### src/rtl/rom_loader.sv
// Boot-time firmware writer: assembles big-endian words from a byte stream and writes them to the ROM.
// Optional trailing XOR checksum byte enabled by ROM_LOADER_CHECKSUM_EN.
module rom_loader #(
  parameter int unsigned ADDR_WIDTH = 6,
  parameter int unsigned DATA_WIDTH = 32
) (
  input  logic                  clk,
  input  logic                  reset,
  input  logic                  start,
  input  logic [7:0]            byte_in,
  input  logic                  byte_valid,
  output logic                  byte_ready,
  output logic                  rom_write_enable,
  output logic [ADDR_WIDTH-1:0] rom_write_address,
  output logic [DATA_WIDTH-1:0] rom_write_data,
  output logic                  load_busy,
  output logic                  load_done,
  output logic                  load_error,
  output logic                  cpu_enable
);

  localparam int unsigned CNT_W    = ADDR_WIDTH + 1;
  localparam int unsigned CAPACITY = 1 << ADDR_WIDTH;

  typedef enum logic [2:0] {
    S_IDLE,
    S_HEADER,
    S_DATA,
    S_WRITE,
    S_CHECK,
    S_DONE,
    S_ERROR
  } state_e;

  state_e                state_q, state_d;
  logic [CNT_W-1:0]      n_q, n_d;
  logic [CNT_W-1:0]      index_q, index_d;
  logic [1:0]            byte_cnt_q, byte_cnt_d;
  logic [23:0]           word_q, word_d;
  logic [ADDR_WIDTH-1:0] addr_q, addr_d;
  logic [DATA_WIDTH-1:0] data_q, data_d;
  logic                  byte_ready_q, byte_ready_d;
  logic                  wr_en_q, wr_en_d;
  logic                  busy_q, busy_d;
  logic                  done_q, done_d;
  logic                  error_q, error_d;
  logic                  cpu_en_q, cpu_en_d;
`ifdef ROM_LOADER_CHECKSUM_EN
  logic [7:0]            csum_q, csum_d;
`endif

  logic accept;
  assign accept = byte_valid && byte_ready_q;

  // Next-state and datapath updates; outputs are derived from the next state so they register with it.
  always_comb begin
    state_d    = state_q;
    n_d        = n_q;
    index_d    = index_q;
    byte_cnt_d = byte_cnt_q;
    word_d     = word_q;
    addr_d     = addr_q;
    data_d     = data_q;
`ifdef ROM_LOADER_CHECKSUM_EN
    csum_d     = csum_q;
`endif

    case (state_q)
      S_IDLE: begin
        if (start) state_d = S_HEADER;
      end
      S_HEADER: begin
        if (accept) begin
          if ((byte_in == 8'd0) || (32'(byte_in) > CAPACITY)) begin
            state_d = S_ERROR;
          end else begin
            n_d        = CNT_W'(byte_in);
            index_d    = '0;
            byte_cnt_d = '0;
`ifdef ROM_LOADER_CHECKSUM_EN
            csum_d     = '0;
`endif
            state_d    = S_DATA;
          end
        end
      end
      S_DATA: begin
        if (accept) begin
`ifdef ROM_LOADER_CHECKSUM_EN
          csum_d     = csum_q ^ byte_in;
`endif
          byte_cnt_d = byte_cnt_q + 2'd1;
          if (byte_cnt_q == 2'd3) begin
            data_d  = DATA_WIDTH'({word_q, byte_in});
            addr_d  = index_q[ADDR_WIDTH-1:0];
            state_d = S_WRITE;
          end else begin
            word_d = {word_q[15:0], byte_in};
          end
        end
      end
      S_WRITE: begin
        index_d = index_q + CNT_W'(1);
        if (index_d == n_q) begin
`ifdef ROM_LOADER_CHECKSUM_EN
          state_d = S_CHECK;
`else
          state_d = S_DONE;
`endif
        end else begin
          state_d = S_DATA;
        end
      end
`ifdef ROM_LOADER_CHECKSUM_EN
      S_CHECK: begin
        if (accept) state_d = (byte_in == csum_q) ? S_DONE : S_ERROR;
      end
`endif
      S_DONE, S_ERROR: begin
        if (start) state_d = S_HEADER;
      end
      default: state_d = S_IDLE;
    endcase

    byte_ready_d = (state_d == S_HEADER) || (state_d == S_DATA) || (state_d == S_CHECK);
    wr_en_d      = (state_d == S_WRITE);
    busy_d       = byte_ready_d || wr_en_d;
    done_d       = (state_d == S_DONE);
    cpu_en_d     = (state_d == S_DONE);
    error_d      = (state_d == S_ERROR);
  end

  always_ff @(posedge clk or negedge reset) begin
    if (!reset) begin
      state_q      <= S_IDLE;
      n_q          <= '0;
      index_q      <= '0;
      byte_cnt_q   <= '0;
      word_q       <= '0;
      addr_q       <= '0;
      data_q       <= '0;
      byte_ready_q <= 1'b0;
      wr_en_q      <= 1'b0;
      busy_q       <= 1'b0;
      done_q       <= 1'b0;
      error_q      <= 1'b0;
      cpu_en_q     <= 1'b0;
`ifdef ROM_LOADER_CHECKSUM_EN
      csum_q       <= '0;
`endif
    end else begin
      state_q      <= state_d;
      n_q          <= n_d;
      index_q      <= index_d;
      byte_cnt_q   <= byte_cnt_d;
      word_q       <= word_d;
      addr_q       <= addr_d;
      data_q       <= data_d;
      byte_ready_q <= byte_ready_d;
      wr_en_q      <= wr_en_d;
      busy_q       <= busy_d;
      done_q       <= done_d;
      error_q      <= error_d;
      cpu_en_q     <= cpu_en_d;
`ifdef ROM_LOADER_CHECKSUM_EN
      csum_q       <= csum_d;
`endif
    end
  end

  assign byte_ready        = byte_ready_q;
  assign rom_write_enable  = wr_en_q;
  assign rom_write_address = addr_q;
  assign rom_write_data    = data_q;
  assign load_busy         = busy_q;
  assign load_done         = done_q;
  assign load_error        = error_q;
  assign cpu_enable        = cpu_en_q;

endmodule

### config.mk
export PLATFORM = sky130hd
export DESIGN_NAME = rom_loader
export DESIGN_NICKNAME = d
export VERILOG_FILES = /design/src/rtl/rom_loader.sv
export SDC_FILE = /design/constraint.sdc
export NUM_CORES = 1
export LEC_CHECK = 0
export ABC_CLOCK_PERIOD_IN_PS = 2200
export CAP_MARGIN = 20
export CORE_ASPECT_RATIO = 0.5
export CORE_MARGIN = 8
export CORE_UTILIZATION = 53
export DETAILED_ROUTE_END_ITERATION = 6
export PLACE_DENSITY = 0.75
export REMOVE_ABC_BUFFERS = 1
export SETUP_SLACK_MARGIN = 0.5
export SKIP_LAST_GASP = 1
export SYNTH_ARGS = -nofsm -noshare
export SYNTH_HDL_FRONTEND = slang
export SYNTH_SLANG_ARGS = --single-unit
### constraint.sdc
create_clock -name clk -period 2.2 [get_ports clk]
set_clock_uncertainty 0.15 [all_clocks]
set_input_delay 0.33 -clock clk [delete_from_list [all_inputs] [get_ports clk]]
set_output_delay 0.33 -clock clk [all_outputs]
set_load 0.01 [all_outputs]
## Word level (Yosys, flattened, before mapping)

Cells that the tools add are included.
W data, S select, Z words.

| storage, ports and cells | value |
|---|---|
| bits of input ports | 12 |
| output and inout bits | 44 |
| flip-flop bits (word level) | 86 |
| latch bits | 0 |
| memories | 0 |
| memory bits (read-only) | 0 |
| RAM bits | 0 |

| operators by class | value |
|---|---|
| divide/modulo/power cells | 0 |
| multipliers | 0 |
| add/sub/neg operators | 2 |
| equal/unequal tests | 16 |
| shifts and indexed selects | 0 |
| magnitude comparators | 1 |
| reductions and logical operators | 15 |
| bitwise operators | 2 |
| muxes and demuxes | 14 |

Operators with widths:

| kind | count |
|---|---|
| $mux W3 | 6 |
| $eq A3 B3 Y1 const B | 5 |
| $mux W7 | 2 |
| $pmux W7 S2 | 1 |
| $eq A3 B2 Y1 const B | 4 |
| $pmux W3 S4 | 1 |
| $reduce_and A3 Y1 | 4 |
| $gt A8 B7 Y1 const B | 1 |
| $logic_not A8 Y1 | 1 |
| $add A7 B1 Y7 const B | 1 |
| $eq A7 B7 Y1 | 1 |
| $eq A3 B1 Y1 const B | 2 |
| $mux W2 | 3 |
| $ne A2 B2 Y1 const B | 3 |
| $logic_or A1 B1 Y1 | 4 |
| $pmux W2 S2 | 1 |
| $reduce_and A4 Y1 | 1 |
| $reduce_bool A2 Y1 | 2 |
| $logic_not A3 Y1 | 1 |
| $reduce_or A3 Y1 | 1 |
| $add A2 B1 Y2 const B | 1 |
| $eq A2 B2 Y1 const B | 1 |
| $not A1 Y1 | 2 |
| $logic_and A1 B1 Y1 | 1 |

## Longest topological paths before layout

Gate-level depths: netlist of the first run.

| depth | value |
|---|---|
| word-level depth | 9 |
| depth in mapped cells | 7 |

## Worst setup path before layout of the first run

OpenSTA, ideal clock, no wires.

| timing path | value |
|---|---|
| kind | reg-to-reg |
| from | register index_q[2] |
| to | register byte_ready_q, in the netlist byte_ready |
| period minus slack after synthesis | 1.927 ns |
| stages on the path, launching flop included | 7 |
| path slack | 0.273 ns |
| data arrival time | 1.656 ns |
| data required time | 1.930 ns |
| cells stage by stage | dfrtp_1 > buf_6 > nand3_2 > or3_4 > a2111oi_4 > o211ai_2 > and4_1 |

| between the ends | value |
|---|---|
| longest elaborated chain between the ends | 7 |
| elaborated cells on any way between the ends | 9 |
| those cells by class | add/sub: 1; eq/ne: 4; mux: 2; reduce/logical: 2 |

Ends and longest elaborated chain:

| item | RTL line | source |
|---|---|---|
| start: declaration | 37 | `logic [CNT_W-1:0] index_q, index_d;` |
| start signal: assignment | 154 | `index_q <= index_d;` |
| $add A7 B1 Y7 * | 103 | `index_d = index_q + CNT_W'(1);` |
| $eq A7 B7 Y1 * | 104 | `if (index_d == n_q) begin` |
| $mux W3 * | 104 |  |
| $pmux W3 S4 * | 68 | `case (state_q)` |
| $eq A3 B1 Y1 or $eq A3 B2 Y1 (tied branches) | 125 | `byte_ready_d = (state_d == S_HEADER) \|\| (state_d == S_DATA) \|\| (state_d == S_CHECK);` |
| $logic_or A1 B1 Y1 | 125 |  |
| $logic_or A1 B1 Y1 * | 125 |  |
| via byte_ready_d | 42 | `logic byte_ready_q, byte_ready_d;` |
| end signal: assignment | 159 | `byte_ready_q <= byte_ready_d;` |
| end: declaration | 42 |  |

Mark *: on every way through the listed nets, which the timed path passes. The rest lies on a longest branch.
A chain may end at the register's enable or synchronous reset.

## Worst setup path in the final report of the first run

| timing path | value |
|---|---|
| from | register index_q[0] |
| to | register cpu_en_q, in the netlist cpu_enable |

| between the ends | value |
|---|---|
| longest elaborated chain between the ends | 5 |

Ends and longest elaborated chain:

| item | RTL line | source |
|---|---|---|
| $add A7 B1 Y7 | 103 |  |
| $eq A7 B7 Y1 | 104 |  |
| $mux W3 | 104 |  |
| $pmux W3 S4 | 68 |  |
| $eq A3 B3 Y1 | 129 | `cpu_en_d = (state_d == S_DONE);` |
| via cpu_en_d | 47 | `logic cpu_en_q, cpu_en_d;` |
| end signal: assignment | 164 | `cpu_en_q <= cpu_en_d;` |
| end: declaration | 47 |  |

The timed path passes the listed nets, and every way through them passes these cells.

==> impl.org, run 1 <==
** Timing
- Number of max-slew violations in the final report :: 0
- Setup repair after global routing missed its margin :: true
- Setup violations remaining at the end of the flow were counted as 0.
- The worst path uses 93.82% of the clock period.
- Worst Max-Slew Pin Slew :: 0.6099 ns
- The worst path needs 2.064 ns of the cycle, external delays included.
- For this run, the top clock speed supported by timing is 484.5 MHz.
- TNS Setup :: 0 ns
- Slack of the critical path :: 0.1360 ns
- Headroom to the max-slew limit came out at 59.34%.
- Final hold viol count :: 0

** Cells and area
- Summing all non-filler instances in the final layout gives an area of 5104 um2.
- Number of antenna repair diodes :: 0
- Area Overhead vs Synth :: 39.98%
- Nets :: 380
- Layout Utilization :: 76.47%
- Layout cell share with drive strength beyond 1 :: 45.28%

** Power
- For this design the total switching power over the nets is 2253 uW.
- Total power per unit cell area :: 1370 nW/um2
- Worst vdd ir :: 802.8 uV
- The clock network burns 20.9% of the power.
- Per report_power, the sequential group accounts for 38.9% of the total.
- Overall power :: 6991 uW
- Cell-internal power :: 4738 uW
- Net switching is 32.23% of the power.
- Combinational logic is responsible for 40.3% of the overall power.
- For this design the static power due to leakage is 0.002388 uW.

** Floorplanning
- In this run the horizontal extent of the chip is 133.3 um.
- Die H :: 74.65 um
- The initial utilization of the core area, before any placement, comes to 54.63%.
- Std-Cell Core Area :: 6674 um2
- The floorplan has 21 rows.
- For this design the top-level I/O count stands at 56.
- Area of the die :: 9950 um2

** Critical path
- Cells on worst reg2reg path :: 8
- Crit path cell chain :: buf_6 -> nand3_4 -> buf_6 -> xnor3_4 -> a2111oi_4 -> o211ai_2 -> buf_4 -> o41ai_2
- Type of destination of the critical path :: flop
- The most numerous cell type found on the critical path is sky130_fd_sc_hd__buf_6.
- Critical Path Max Stage Delay :: 0.40 ns
- Data on the critical path arrives at its endpoint at 2.15 ns.
- Highest net fanout along the worst path :: 4
- STA puts the critical path data required time at 2.29 ns.
- The worst setup path is launched from a flop.
- CP max-delay cell :: sky130_fd_sc_hd__dfrtp_1
- The worst setup path is of the flop to flop kind.

** GRT
- The number of antenna violations at the first check in global routing is 0.
- Global routing used 16.53% of the available tracks.
- First-pass GRT wire length :: 12.99 mm
- The via count of the first global-routing pass is 2664.
- Total grt overflow :: 0
- Maximum number of pins on one net before global-route repair :: 50

** Logic synthesis
- The average instance in the mapped netlist occupies 13.55 um2.
- Counting distinct cell types in the post-synthesis netlist gives 41.
- Post-Synthesis Cell Area :: 3646 um2
- The synthesized design devotes to its leading area cell type 59.03% of total area.
- Number of standard cells after synthesis :: 269
- Synthesized flop and latch total :: 86
- The largest total area in the synthesized netlist belongs to sky130_fd_sc_hd__dfrtp_1.
- After synthesis, flip-flops and latches occupy 59.03% of the total area.
- Most area-consuming cells after synthesis :: sky130_fd_sc_hd__dfrtp_1 (59%), sky130_fd_sc_hd__mux2_2 (21%), sky130_fd_sc_hd__nand3_1 (1.9%), sky130_fd_sc_hd__nand2_1 (1.9%), sky130_fd_sc_hd__xnor2_1 (1.4%)
- Yosys warning count :: 0

** Placed design
- Port buffering added 55 buffers.
- Area of placed instances :: 4415 um2
- Worst slack, placed :: -0.2570 ns
- HPWL reported at the end of detailed placement :: 5.048 mm
- At the end of routability-driven placement, the weighted congestion stood at 0.8290.

** Min path
- Min-Delay Path Class :: input pin to flop
- Instance count along the most critical hold path :: 3

** Clock tree
- The root buffer cell chosen for the clock tree is sky130_fd_sc_hd__clkbuf_16.
- Clock tree from TritonCTS :: done
- Buffers inserted during clock tree synthesis total 9.
- Count of clock tree sinks :: 86
- Source-to-sink clock delay at the later pin of the worst-skew pair :: 0.34 ns
- The H-tree generated during clock tree synthesis spans 3 levels.
- Buffer depth of the longest clock path :: 2
- Worst-path clk slew :: 0.06 ns

** Routing
- First DRT Iteration DRCs :: 172
- Once detail routing completed, the nets flagged for antenna violations numbered 0.
- Detail-routed net length per standard cell :: 18.41 um
- Number of detailed-routing iterations run before antenna repair :: 4
- Residual DRC :: 0
- Summed over all layers, the routed wires come to 8.526 mm.
- The routed layout has 2535 vias.
- Using the TritonRoute via totals, the vias-per-cell ratio works out to 5.475.

** Outcome
- Run status :: completed

** Job
- Max-cap violations :: 0
==> per-layer routing <==
layer	global-route usage (%)	wire length, um	vias up
met5	0	0	-
met4	6.658	118	0
met3	5.526	411	12
met2	28.65	4291	60
met1	19.00	3703	1310
li1	-	-	1153
==> final timing paths <==
| path | to | start | slack [ns] |
|---|---|---|---|
| min in group asynchronous | rom_write_data[16] | reset | 0.42 |
| max reg2reg | cpu_enable | index_q[0] | 0.14 |
| max | cpu_enable | index_q[0] | 0.14 |
| max in group asynchronous | index_q[4] | reset | 0.86 |
| min reg2reg | byte_cnt_q[0] | byte_cnt_q[0] | 0.35 |
| min | word_q[3] | byte_in[3] | 0.23 |
==> cells in the final DEF, fill, tap and decap left out, types with 3 or more instances in the layout <==
cell	n
sky130_fd_sc_hd__clkbuf_8	3
sky130_fd_sc_hd__a21oi_1	4
sky130_fd_sc_hd__o21ai_1	3
sky130_fd_sc_hd__dfrtp_2	4
sky130_fd_sc_hd__dlymetal6s2s_1	5
sky130_fd_sc_hd__mux2_2	69
sky130_fd_sc_hd__dlygate4sd2_1	40
sky130_fd_sc_hd__nand3_4	3
sky130_fd_sc_hd__inv_1	5
sky130_fd_sc_hd__dfrtp_1	82
sky130_fd_sc_hd__nand3_1	4
sky130_fd_sc_hd__nand3_2	8
sky130_fd_sc_hd__buf_12	3
sky130_fd_sc_hd__o21ai_0	4
sky130_fd_sc_hd__buf_4	29
sky130_fd_sc_hd__nand3b_1	3
sky130_fd_sc_hd__buf_6	8
sky130_fd_sc_hd__nand2_1	14
sky130_fd_sc_hd__nor2_1	6
sky130_fd_sc_hd__nand2_2	4
sky130_fd_sc_hd__clkbuf_16	11
sky130_fd_sc_hd__clkdlybuf4s50_1	5
sky130_fd_sc_hd__xnor2_1	5
==> stage by stage <==
| stage | std cells | hold WS, ns |
|---|---|---|
| 6_report | 463 | 0.2291 |
| 5_1_grt | 463 | 0.2154 |
| 4_1_cts | 452 | 0.2339 |
| 3_5_place_dp | 422 | 0.2313 |
| 3_3_place_gp | 422 | 0.2240 |
| 2_1_floorplan | 257 | -0.1156 |
==> synthesized netlist by cell type <==
| master | instances |
|---|---|
| sky130_fd_sc_hd__xnor3_4 | 1 |
| sky130_fd_sc_hd__nor3_1 | 2 |
| sky130_fd_sc_hd__nor2b_1 | 2 |
| sky130_fd_sc_hd__inv_1 | 5 |
| sky130_fd_sc_hd__mux2_2 | 69 |
| sky130_fd_sc_hd__o211ai_2 | 1 |
| sky130_fd_sc_hd__and4_1 | 1 |
| sky130_fd_sc_hd__and2_1 | 1 |
| sky130_fd_sc_hd__clkbuf_2 | 1 |
| sky130_fd_sc_hd__a211o_1 | 1 |
| sky130_fd_sc_hd__o21ai_0 | 8 |
| sky130_fd_sc_hd__nand3_1 | 14 |
| sky130_fd_sc_hd__and3_2 | 1 |
| sky130_fd_sc_hd__buf_1 | 4 |
| sky130_fd_sc_hd__xnor2_1 | 6 |
| sky130_fd_sc_hd__nor2_1 | 8 |
| sky130_fd_sc_hd__buf_2 | 2 |
| sky130_fd_sc_hd__a31oi_1 | 2 |
| sky130_fd_sc_hd__a21oi_1 | 5 |
| sky130_fd_sc_hd__ha_1 | 2 |
| sky130_fd_sc_hd__mux2i_1 | 1 |
| sky130_fd_sc_hd__nand3_2 | 1 |
| sky130_fd_sc_hd__nand2b_1 | 2 |
| sky130_fd_sc_hd__dfrtp_1 | 86 |
| sky130_fd_sc_hd__o22ai_1 | 2 |
| sky130_fd_sc_hd__o41ai_1 | 1 |
| sky130_fd_sc_hd__o32a_1 | 1 |
| sky130_fd_sc_hd__a2111oi_4 | 1 |
| sky130_fd_sc_hd__xor2_1 | 2 |
| sky130_fd_sc_hd__nand2_1 | 18 |
| sky130_fd_sc_hd__or4_1 | 1 |
| sky130_fd_sc_hd__or3_4 | 1 |
| sky130_fd_sc_hd__nor2_2 | 1 |
| sky130_fd_sc_hd__buf_4 | 4 |
| sky130_fd_sc_hd__a211oi_1 | 2 |
| sky130_fd_sc_hd__or3_1 | 1 |
| sky130_fd_sc_hd__buf_6 | 1 |
| sky130_fd_sc_hd__nand3b_1 | 3 |
| sky130_fd_sc_hd__and3_1 | 1 |
| sky130_fd_sc_hd__a21o_1 | 2 |
| sky130_fd_sc_hd__nor4_2 | 1 |
==> sequential cells by signal (all words and copies together) (netlist names) <==
name,count
rom_write_address,6
index_q,7
cpu_enable,1
byte_ready,1
rom_write_enable,1
word_q,24
byte_cnt_q,2
state_q,3
rom_write_data,32
load_busy,1
load_error,1
n_q,7
==> cell families after synthesis <==
group,share of synthesized area (%)
flops,59.03
fa+ha+maj,0.6862
compound gates,5.147
xor+xnor,2.643
buf+inv,2.471
mux,21.59
simple gates,8.442
==> worst max-delay path: cells and delay by family (launching register included) <==
family,cells,cell delay [ns]
AO/OA/AOI/OAI,3,0.62
flip-flops,1,0.40
XOR/XNOR,1,0.32
AND/OR/NAND/NOR,1,0.06
buffers and inverters,3,0.42
==> layout make-up <==
cell class	count	area (um2)
Sequential cell	86	2157
Multi-Input combinational cell	167	1584
Fill cell	420	1570
Timing Repair Buffer	97	933.4
Clock buffer	12	266.5
Tap cell	92	115.1
Clock inverter	4	28.78
Inverter	5	18.77
==> repair_timing <==
action,CTS,global route
hold endpoints to repair,47,0
buffers inserted,11,9
endpoints found under the setup margin,125,54
gates cloned,2,2
pin swaps,12,14
hold buffers,1,0
resized for setup,82,28
==> power groups by stage <==
stage / logic [uW] / registers [uW] / clock network [uW]
finish: 2810 / 2720 / 1460
global route: 3030 / 2810 / 1560
CTS: 2620 / 2720 / 1490
detailed placement: 2590 / 2740 / 0
global placement: 2530 / 2690 / 0
floorplan: 1280 / 2830 / 0
Note: power is estimated with default switching activity, not from simulation.
==> run 2, diff against run 1 <==
Settings changed: HOLD_SLACK_MARGIN set to 0.03.
==> results of run 2 <==
The final DEF is identical to that of run 1; final timing and power are the same.
==> run 3, diff against run 2 <==
Settings changed: CAP_MARGIN 20 to 0.
==> results of run 3 <==
The final DEF is identical to that of run 1; final timing and power are the same.
==> edit (flow settings as in run 3) <==
Build with the macro `ROM_LOADER_CHECKSUM_EN` defined.
--- a/src/rtl/rom_loader.sv
+++ b/src/rtl/rom_loader.sv
@@ -2,2 +2,4 @@
 // Optional trailing XOR checksum byte enabled by ROM_LOADER_CHECKSUM_EN.
+`define ROM_LOADER_CHECKSUM_EN
+
 module rom_loader #(
Function: changed (a bounded check fails within 10 cycles, from zero or initial values and one cycle with reset low).
==> edit against run 3 <==
- the flow now finishes with violations (negative setup slack)
- core utilization is 4.6 points higher
- count of clock-buffer cells in the layout is 2 lower
- sequential share of layout area is 3.2 points lower
- critical path type unchanged
- wire length is 37% higher
- critical path depth is 1 lower
- total power is 18% higher
- worst setup slack worse by 0.62 ns
- highest routed layer unchanged
- sequential cell count is 8 higher
- die area is 11% higher
- design area is 18% higher
- synthesized area is 13% higher
- global-route usage is 4.1 points higher
==> edit: results (changes against run 3) <==
* Status: finished with violations
* Violated checks: negative setup slack
* Top area cells in the synthesized netlist: sky130_fd_sc_hd__dfrtp_1 (57%), sky130_fd_sc_hd__mux2_2 (19%), sky130_fd_sc_hd__o21ai_0 (3.6%), sky130_fd_sc_hd__xnor2_1 (2.6%), sky130_fd_sc_hd__nand2_1 (2.3%)
* Setup TNS Final at -1.87 ns (-1.87 ns)
* Cell count after synthesis at 330 (+23%)
* Worst reg2reg path endpoint: byte_ready$_DFF_PN0_
* Met1 capacity usage during global routing at 24.4% (+5.4 points)
* Detail Route met2 WL at 6.02 mm (+40%)
* Final net count at 470 (+24%)
* Leakage dissipation at 2.94 nW (+23%)
* Post-route setup slack at -0.488 ns (-0.624 ns)
* IR drop worst, VDD at 728 µV (-9.4%)
* Worst-case hold path end point: word_q[1]$_DFFE_PN0P_
* Layout cell share with drive strength beyond 1 at 43.2% (-2.1 points)
* Number of placed instances with taps included at 511 (+21%)
* DRT iter0 DRCs at 260 (+51%)
* Number of optimization iterations in the first detailed-route pass at 5 (+1)
* HPWL Detailed at 6.55 mm (+30%)
* Total number of vias at 3177 (+25%)
* Fillers at 370 (-12%)
* Met1 wire length at 4.74 mm (+28%)
* Finish-stage setup viols at 6 (+6)
* RePlAce Congestion at 0.874 (+5.5%)
* Pre-CTS setup slack at -0.741 ns (-0.484 ns)
* Min Hold Slack at 0.225 ns (-0.00364 ns)
* GRT met3 Usage at 5.55% (+0.026 points)
* Number of vias per cell after detailed routing at 5.70 (+4.2%)
* Multi-input combinational cell area at 1980 µm² (+25%)
* R2R cell count at 7 (-1)
* Data arrival time at the worst-slack endpoint at 2.77 ns (+0.62 ns)
* Source of the worst hold timing path: byte_in[1]
-- edit: layout make-up --
cell class | instances | share of cell area (%)
clock buffers | 10 | 3.80
inverters | 3 | 0.187
flip-flops and latches | 94 | 39.1
multi-input cells | 218 | 32.9
repair buffers | 130 | 20.9
well taps | 96 | 1.99
clock inverters | 6 | 1.16
-- edit: where the power goes --
group | switching, W | internal [W]
clock | 0.000665 | 0.000889
combinational | 0.00158 | 0.00218
sequential | 0.000529 | 0.00240
-- edit: repair_timing --
item                                   in CTS  in global routing
endpoints found under the hold margin      43                  0
pin swaps                                  11                 19
gates cloned                                4                  0
setup buffers                              19                  6
setup endpoints to repair                 134                 95
hold buffers                                1                  0
gates resized for setup                   130                 41
-- edit: worst max-delay path: stages (launching register included) --
cell                       delay (ns)
sky130_fd_sc_hd__dfrtp_1         0.41
sky130_fd_sc_hd__ha_4            0.26
sky130_fd_sc_hd__xnor2_1         0.15
sky130_fd_sc_hd__nand2_1         0.09
sky130_fd_sc_hd__or4b_4          0.50
sky130_fd_sc_hd__or3b_4          0.41
sky130_fd_sc_hd__a211oi_4        0.29
sky130_fd_sc_hd__mux2_4          0.32
-- edit: logic make-up (layout without fill, tap and decap cells) --
logic type               after synthesis  count (layout)  synth area share, %
multiplexers                          70              70                 19.2
AND/OR/NAND/NOR                       73              73                 8.93
AO/OA/AOI/OAI                         53              54                 7.63
buffers and inverters                 19             149                 1.98
adder cells (fa/ha/maj)                2               2                0.608
XOR/XNOR                              19              19                 4.50
flip-flops                            94              94                 57.1
